<file path="src/rtl/sd_pkg.sv">
// Shared definitions for the SD-card ROM loader: FSM encoding, sector size
// and the iNES header magic.
package sd_pkg;

    typedef enum logic [2:0] {
        IDLE     = 3'd0,
        WAIT_RDY = 3'd1,
        ISSUE    = 3'd2,
        RECV     = 3'd3,
        SEC_END  = 3'd4,
        FINISH   = 3'd5,
        ERR      = 3'd6
    } loader_state_t;

    localparam int SD_SECTOR_BYTES = 512;

    localparam logic [7:0] INES_MAGIC_0 = 8'h4E;
    localparam logic [7:0] INES_MAGIC_1 = 8'h45;
    localparam logic [7:0] INES_MAGIC_2 = 8'h53;
    localparam logic [7:0] INES_MAGIC_3 = 8'h1A;

    // Expected header byte for file offsets 0..3 ("NES",0x1A).
    function automatic logic [7:0] ines_magic(input logic [1:0] idx);
        case (idx)
            2'd0:    return INES_MAGIC_0;
            2'd1:    return INES_MAGIC_1;
            2'd2:    return INES_MAGIC_2;
            default: return INES_MAGIC_3;
        endcase
    endfunction

endpackage

</file>
<file path="src/rtl/sd_byte_strobe.sv">
// Rising-edge detector on the controller byte strobe; the data byte is
// registered alongside so it stays paired with its one-cycle pulse.
module sd_byte_strobe (
    input  logic       clk_25mhz,
    input  logic       rst,
    input  logic       byte_available,
    input  logic [7:0] din,
    output logic       byte_pulse,
    output logic [7:0] byte_data
);

    logic avail_q;

    always_ff @(posedge clk_25mhz) begin
        if (rst) begin
            avail_q    <= 1'b0;
            byte_pulse <= 1'b0;
            byte_data  <= 8'h00;
        end else begin
            avail_q    <= byte_available;
            byte_pulse <= byte_available & ~avail_q;
            byte_data  <= din;
        end
    end

endmodule

</file>
<file path="src/rtl/sd_rom_loader.sv">
// Streams num_sectors consecutive SD sectors into a byte-wide memory port,
// checking the iNES magic and flagging controller timeouts and overflow.
module sd_rom_loader
    import sd_pkg::*;
#(
    parameter int MEM_AW       = 19,
    parameter int SECTOR_BYTES = SD_SECTOR_BYTES,
    parameter int TIMEOUT_CYC  = 2500000
) (
    input  logic              clk_25mhz,
    input  logic              rst,
    input  logic              start,
    input  logic [31:0]       base_addr,
    input  logic [15:0]       num_sectors,
    input  logic              sd_ready,
    input  logic              sd_byte_available,
    input  logic [7:0]        sd_dout,
    output logic              sd_rd,
    output logic [31:0]       sd_address,
    output logic              mem_we,
    output logic [MEM_AW-1:0] mem_addr,
    output logic [7:0]        mem_wdata,
    output logic              busy,
    output logic              done,
    output logic              error,
    output logic              header_ok,
    output logic [MEM_AW:0]   bytes_loaded
);

    localparam logic [31:0]   TO_LAST    = 32'(TIMEOUT_CYC - 1);
    localparam logic [15:0]   SEC_LAST   = 16'(SECTOR_BYTES - 1);
    localparam logic [31:0]   SEC_STRIDE = 32'(SECTOR_BYTES);
    localparam logic [MEM_AW:0] ONE_BYTE = {{MEM_AW{1'b0}}, 1'b1};

    loader_state_t state, state_next;

    logic [31:0] base_lat;
    logic [15:0] num_lat;
    logic [15:0] sector_idx;
    logic [15:0] sec_count;
    logic [31:0] tcount;
    logic        hdr_good;
    logic        byte_pulse;
    logic [7:0]  byte_data;

    logic        full;
    logic        byte_evt;
    logic        timeout_hit;
    logic        sector_last;
    logic [15:0] sector_next;
    logic        hdr_match;

    sd_byte_strobe u_strobe (
        .clk_25mhz      (clk_25mhz),
        .rst            (rst),
        .byte_available (sd_byte_available),
        .din            (sd_dout),
        .byte_pulse     (byte_pulse),
        .byte_data      (byte_data)
    );

    assign full        = bytes_loaded[MEM_AW];
    assign byte_evt    = byte_pulse && (state == RECV);
    assign timeout_hit = (tcount == TO_LAST);
    assign sector_last = (sec_count == SEC_LAST);
    assign sector_next = sector_idx + 16'd1;
    assign hdr_match   = (byte_data == ines_magic(bytes_loaded[1:0]));

    assign sd_rd = (state == ISSUE);
    assign busy  = (state != IDLE);
    assign done  = (state == FINISH) && !error;

    always_ff @(posedge clk_25mhz) begin
        if (rst) state <= IDLE;
        else     state <= state_next;
    end

    // A byte pulse in RECV takes priority over a timeout expiring in the same cycle.
    always_comb begin
        state_next = state;
        case (state)
            IDLE: begin
                if (start) state_next = (num_sectors == 16'd0) ? FINISH : WAIT_RDY;
            end
            WAIT_RDY: begin
                if (sd_ready)         state_next = ISSUE;
                else if (timeout_hit) state_next = ERR;
            end
            ISSUE: begin
                if (!sd_ready)        state_next = RECV;
                else if (timeout_hit) state_next = ERR;
            end
            RECV: begin
                if (byte_pulse) begin
                    if (full)             state_next = ERR;
                    else if (sector_last) state_next = SEC_END;
                end else if (timeout_hit) begin
                    state_next = ERR;
                end
            end
            SEC_END: state_next = (sector_next == num_lat) ? FINISH : WAIT_RDY;
            FINISH:  state_next = IDLE;
            ERR:     state_next = IDLE;
            default: state_next = IDLE;
        endcase
    end

    always_ff @(posedge clk_25mhz) begin
        if (rst) begin
            base_lat     <= '0;
            num_lat      <= '0;
            sector_idx   <= '0;
            sec_count    <= '0;
            tcount       <= '0;
            hdr_good     <= 1'b0;
            sd_address   <= '0;
            mem_we       <= 1'b0;
            mem_addr     <= '0;
            mem_wdata    <= '0;
            error        <= 1'b0;
            header_ok    <= 1'b0;
            bytes_loaded <= '0;
        end else begin
            mem_we <= 1'b0;
            tcount <= ((state_next != state) || byte_evt) ? 32'd0 : tcount + 32'd1;
            case (state)
                IDLE: begin
                    if (start) begin
                        base_lat     <= base_addr;
                        num_lat      <= num_sectors;
                        error        <= 1'b0;
                        header_ok    <= 1'b0;
                        hdr_good     <= 1'b1;
                        bytes_loaded <= '0;
                        sector_idx   <= '0;
                        sec_count    <= '0;
                    end
                end
                WAIT_RDY: begin
                    if (sd_ready) sd_address <= base_lat + (32'(sector_idx) * SEC_STRIDE);
                end
                RECV: begin
                    if (byte_pulse && !full) begin
                        mem_we       <= 1'b1;
                        mem_wdata    <= byte_data;
                        mem_addr     <= bytes_loaded[MEM_AW-1:0];
                        bytes_loaded <= bytes_loaded + ONE_BYTE;
                        sec_count    <= sector_last ? 16'd0 : sec_count + 16'd1;
                        // Header flag resolves together with the write of file byte 3.
                        if (bytes_loaded[MEM_AW:2] == '0) begin
                            if (bytes_loaded[1:0] == 2'd3) header_ok <= hdr_good & hdr_match;
                            else                           hdr_good  <= hdr_good & hdr_match;
                        end
                    end
                end
                SEC_END: sector_idx <= sector_next;
                ERR:     error      <= 1'b1;
                default: ;
            endcase
        end
    end

endmodule

</file>
<file path="config.mk">
export PLATFORM = sky130hd
export DESIGN_NAME = sd_rom_loader
export DESIGN_NICKNAME = d
export VERILOG_FILES = /design/src/rtl/sd_pkg.sv /design/src/rtl/sd_byte_strobe.sv /design/src/rtl/sd_rom_loader.sv
export SDC_FILE = /design/constraint.sdc
export NUM_CORES = 1
export LEC_CHECK = 0
export ABC_CLOCK_PERIOD_IN_PS = 7610
export CAP_MARGIN = 20
export CORE_ASPECT_RATIO = 1.4
export CORE_MARGIN = 2
export CORE_UTILIZATION = 40
export DETAILED_ROUTE_END_ITERATION = 16
export GPL_TIMING_DRIVEN = 0
export PLACE_DENSITY = 0.69
export SYNTH_ARGS = -nofsm -noshare
export SYNTH_HDL_FRONTEND = slang
export SYNTH_SLANG_ARGS = --single-unit
</file>
<file path="constraint.sdc">
create_clock -name clk_25mhz -period 7.61 [get_ports clk_25mhz]
set_clock_uncertainty 0.05 [all_clocks]
set_input_delay 2.283 -clock clk_25mhz [delete_from_list [all_inputs] [get_ports clk_25mhz]]
set_output_delay 2.283 -clock clk_25mhz [all_outputs]
set_load 0.02 [all_outputs]
</file>
; ---- Word-level counts from Yosys, hierarchy flattened
; Cells that the tools add are included.
[word_totals]
latch_bits = 0
elab_cells = 100
mem_count = 0
ramBits = 0
ff_bits = 208
romBits = 0
output_inout_bits = 85
[classes]
addsub = 5
magnitude_cmp = 0
n_eq_ne = 19
n_div = 0
muxes = 31
bitwise = 4
shift = 0
n_reduce_logical = 24
multipliers = 0
[ops]
columns = cell, count
row1 = $pmux 16 s2, 2
row2 = $mux 16, 3
row3 = $mux 20, 2
row4 = $pmux 20 s2, 1
row5 = $add 16x1->16 const B, 2
row6 = $add 32x1->32 const B, 1
row7 = $add 32x25->32, 1
row8 = $eq 32x22->1 const B, 1
row9 = $mux 3, 9
row10 = $pmux 7 s3, 1
row11 = $add 20x1->20 const B, 1
row12 = $logic_not 18->1, 1
row13 = $eq 16x16->1, 1
row14 = $eq 16x9->1 const B, 1
row15 = $logic_not 16->1, 1
row16 = $pmux 3 s5, 1
row17 = $reduce_and 2->1, 5
row18 = $reduce_and 5->1, 2
row19 = $eq 3x3->1 const B, 3
row20 = $mux 1, 9
row21 = $eq 8x8->1, 1
row22 = $eq 3x2->1 const B, 2
row23 = $ne 2x1->1 const B, 3
row24 = $pmux 1 s2, 3
row25 = 16 further kinds, 26

; ---- Longest topological paths before layout
[logic_depth]
ltp_word = 8
mapped_depth = 11
mapped_depth_nobuf = 11

; ---- Cells and area by module
; A second synthesis with hierarchy kept.
[hier_totals]
cells_unflattened = 1222
hier_area_um2 = 9679.3
[by_module_without_submodules]
columns = module, area_each_um2, n_inst, cells_each
row1 = sd_rom_loader, 9410.3, 1, 1202
row2 = sd_byte_strobe, 269.0, 1, 20

; ---- Least setup slack after synthesis
; OpenSTA, ideal clock, no wires.
[synth_timing]
path_kind = input-to-reg
start = input port start
end = register bytes_loaded[14]
setup_time_ps = 72
required_ps = 7488
path_stages = 8
t_arrival_ps = 4047
slack_ps = 3441
path_cell_list = or3b_4 a21oi_4 and3_4 nand4_4 or2_1 clkbuf_2 or3_1 a21oi_1
[synth_via]
elab_chain_len = 2
[synth_rtl]
columns = item, line_no
row1 = start: declaration, sd_rom_loader.sv:12  ; input logic start,
row2 = $ne 2x2->1 (no source line), --
row3 = $reduce_and 3->1 (no source line), --
row4 = end signal: assignment, sd_rom_loader.sv:147  ; bytes_loaded <= bytes_loaded + ONE_BYTE;
row5 = end: declaration, sd_rom_loader.sv:27  ; output logic [MEM_AW:0] bytes_loaded
; No other way between the ends.
; A chain may end at the register's enable or synchronous reset.

; ---- Worst setup path in the final report
[layout_timing]
start = register state[2]
end = output port done
[layout_via]
elab_chain_len = 2
[layout_rtl]
columns = item, line_no
row1 = start: declaration, sd_rom_loader.sv:35  ; loader_state_t state, state_next;
row2 = start signal: assignment, sd_rom_loader.sv:75  ; else state <= state_next;
row3 = $eq 3x3->1, sd_rom_loader.sv:71  ; assign done = (state == FINISH) && !error;
row4 = $logic_and 1x1->1, sd_rom_loader.sv:71
row5 = end: declaration, sd_rom_loader.sv:24  ; output logic done,
; No other way between the ends.

==> run_results.csv <==
group,metric,value,unit
sta,slew_violations,0,
clock_tree,numClockSinks,208,
place,post-dp-hpwl,19.5,mm
floorplan,dieHeight,187,um
pwr,seq_power_share,0.473,
critical_path,rr_worst_depth,8,
clock_tree,htree_levels,1,
critical_path,critPathCaptureType,"primary output",
sta,holdWs,337,ps
grt,grt_pass1_vias,8580,
drt,drt-total-wl,25.7,mm
clock_tree,clkSlewWorstSetupHoldPaths,70,ps
pwr,leakagePower,4.35,nW
hold_path,hp-class,"reg2reg",
critical_path,cp_slowest_stage_delay,660,ps
pwr,switchingPower,0.000605,W
critical_path,worst_ep_required_time,5280,ps
pwr,power_density,200,nW/um^2
sta,fin_crit_sh,0.641,
floorplan,core-area,23700,sq um
synth,syn_area_per_cell,7.92,sq um
pwr,combPwrFrac,0.103,
synth,synth_top_cell_by_area,"dfxtp_1",
floorplan,initial_core_util,0.403,
synth,postSynthRegisterBits,208,
floorplan,die_w,135,um
synth,netlist_area,9570,sq um
floorplan,io_pins,146,
clock_tree,cts_root_buf,"clkbuf_16",
clock_tree,clock_path_buffers,3,
clock_tree,cts_tree,"yes",
synth,syn_inst,1208,
sta,relSlewSlack,0.399,
sta,tightestPinTransition,898,ps
grt,grt_max_degree,15,
sta,finalSetupViolCount,0,
clock_tree,clk_latency,500,ps
synth,synth.most_common_cell,"nand2_1",
floorplan,rows,67,
sta,rsz0062_at_grt,"no",
sta,finalHoldViolations,0,
critical_path,crit_fanout,10,
final_layout,fin_area,12100,sq um
synth,synth_area_leaders,"dfxtp_1 44%, nand2_1 10%, a21oi_1 8.1%",
critical_path,cp_slowest_cell,"clkdlybuf4s50_1",
place,portBuffers,145,
sta,period_minus_slack,4880,ps
pwr,p_int,0.00182,W
critical_path,crit_chain,"clkbuf_1 > buf_1 > nand2_1 > nor3_1 > clkdlybuf4s50_1",
synth,synth.yosys.seq_area_share,0.435,
flow_run,maxCapViolCount,0,
grt,grt_usage,0.204,
final_layout,syn_to_final_growth,26.4,%
drt,first_pass_iters,5,
critical_path,cp-start-kind,"flip-flop",
floorplan,die-area,25200,sq um
drt,wl_per_cell,15.1,um
synth,synth_common_cells,"262 x nand2_1, 208 x dfxtp_1, 154 x a21oi_1",
pwr,ir_worst_vdd,0.000171,V
synth,synth_warnings,0,
drt,ant_nets,0,
final_layout,layout.nets,1461,
clock_tree,post-cts-setup-buffers,0,
place,dp_cells,1663,
clock_tree,cts_resized,0,
final_layout,drive_above_1_share,0.0381,
synth,synth_fp_nets,1293,
grt,grt_pass1_wl,42.3,mm
sta,tns,0,ps
grt,grt-ovfl-total,0,
synth,ys_async_sr_fraction,0,
outcome,status,"finished clean",
drt,via_per_inst,5.16,
place,placed_cell_area,11400,sq um
clock_tree,cts_buffers,21,
drt,dr.first_iter.drc_count,525,
critical_path,cp.arrival,2540,ps
critical_path,criticalPathCategory,"reg2out",
final_layout,instances_no_fill,1702,
pwr,clkPwrFrac,0.424,
final_layout,utilization,0.509,
grt,antenna_found_initial,0,
synth,synth_cell_types,60,
place,gp_congestion,0.881,
synth,synth_flop_cell,"dfxtp_1",
pwr,p_sw_frac,0.250,
hold_path,hold_depth,1,
synth,synth_top_cell_area_share,0.435,
synth,synth-edff-count,0,
clock_tree,cts_hold_buf,0,
drt,vias,8784,
drt,drcViolationCount,0,
sta,clock.fmax,205,MHz
worst max-delay path, delay by kind of cell, from the launching register on:
family	cells	cell delay (ps)
buffers and inverters	3	1400
DFF	1	320
and+or+nand+nor	2	320
logic make-up (layout without fill, tap and decap cells):
kind of cell	after synthesis	in the layout	share of synthesized area
AND/OR/NAND/NOR	553	553	0.263
adder cells (fa/ha/maj)	24	24	0.0322
buffers and inverters	79	262	0.0336
other	0	1	0
flip-flops	208	208	0.435
multiplexers	2	2	0.00209
XOR/XNOR	101	101	0.0925
AO/OA/AOI/OAI	241	241	0.142
through the flow:
step	setup WS, ps	total power (W)
6_report	2730	0.00242
3_3_place_gp	2640	0.00142
2_1_floorplan	3440	0.00131
4_1_cts	2730	0.00245
5_1_grt	2590	0.00252
3_5_place_dp	2660	0.00142
registers in the layout, indices dropped and copies added (netlist names), 3 cells and up:
register / cells
bytes_loaded: 20
mem_addr: 19
base_lat: 32
sec_count: 16
sd_address: 32
tcount: 32
mem_wdata: 8
num_lat: 16
state: 3
sector_idx: 16
u_strobe.byte_data: 8
metal layers:
metal	vias to the layer above	GRT usage	share of wire
li1	4455	-	-
met4	0	0.0587	0.023
met1	4099	0.249	0.43
met3	41	0.0347	0.046
met5	-	0	0
met2	189	0.366	0.50
worst paths after layout:
path                          startpoint                              to  slack, ps
min reg2reg  u_strobe.avail_q$_SDFF_PP0_  u_strobe.byte_pulse$_SDFF_PP0_        340
min          u_strobe.avail_q$_SDFF_PP0_  u_strobe.byte_pulse$_SDFF_PP0_        340
max reg2reg   sector_idx[0]$_SDFFE_PP0P_             state[2]$_SDFF_PP0_       4810
max                  state[2]$_SDFF_PP0_                            done       2730
layout by cell type (no fill, tap or decap), drive strengths merged, types with 7 or more instances in the layout:
cell type and instances:
a21oi 156, a31oi 8, and3 19, buf 9, clkbuf 73, clkdlybuf4s50 145
clkinv 11, dfxtp 208, ha 23, inv 22, nand2 262, nand3 39
nand4 20, nor2 120, nor2b 16, nor3 19, nor4 17, o21ai 38
or3 7, xnor2 44, xor2 57
power by group through the flow:
stage	sequential, W	combinational [W]	clock, W
final	0.00115	0.000249	0.00103
after global routing	0.00115	0.000277	0.00109
after CTS	0.00115	0.000251	0.00105
after detailed placement	0.00117	0.000249	0
after global placement	0.00117	0.000247	0
after floorplan	0.00117	0.000143	0
final cells by class:
class | instances | area, sq um
Fill cell | 2344 | 11600
Multi-Input combinational cell | 921 | 5080
Sequential cell | 208 | 4160
Timing Repair Buffer | 145 | 1450
Clock buffer | 25 | 561
Tap cell | 310 | 388
Buffer | 57 | 239
Clock inverter | 13 | 119
Inverter | 22 | 82.6
Antenna cell | 1 | 2.50
(Power assumes the default switching activity.)
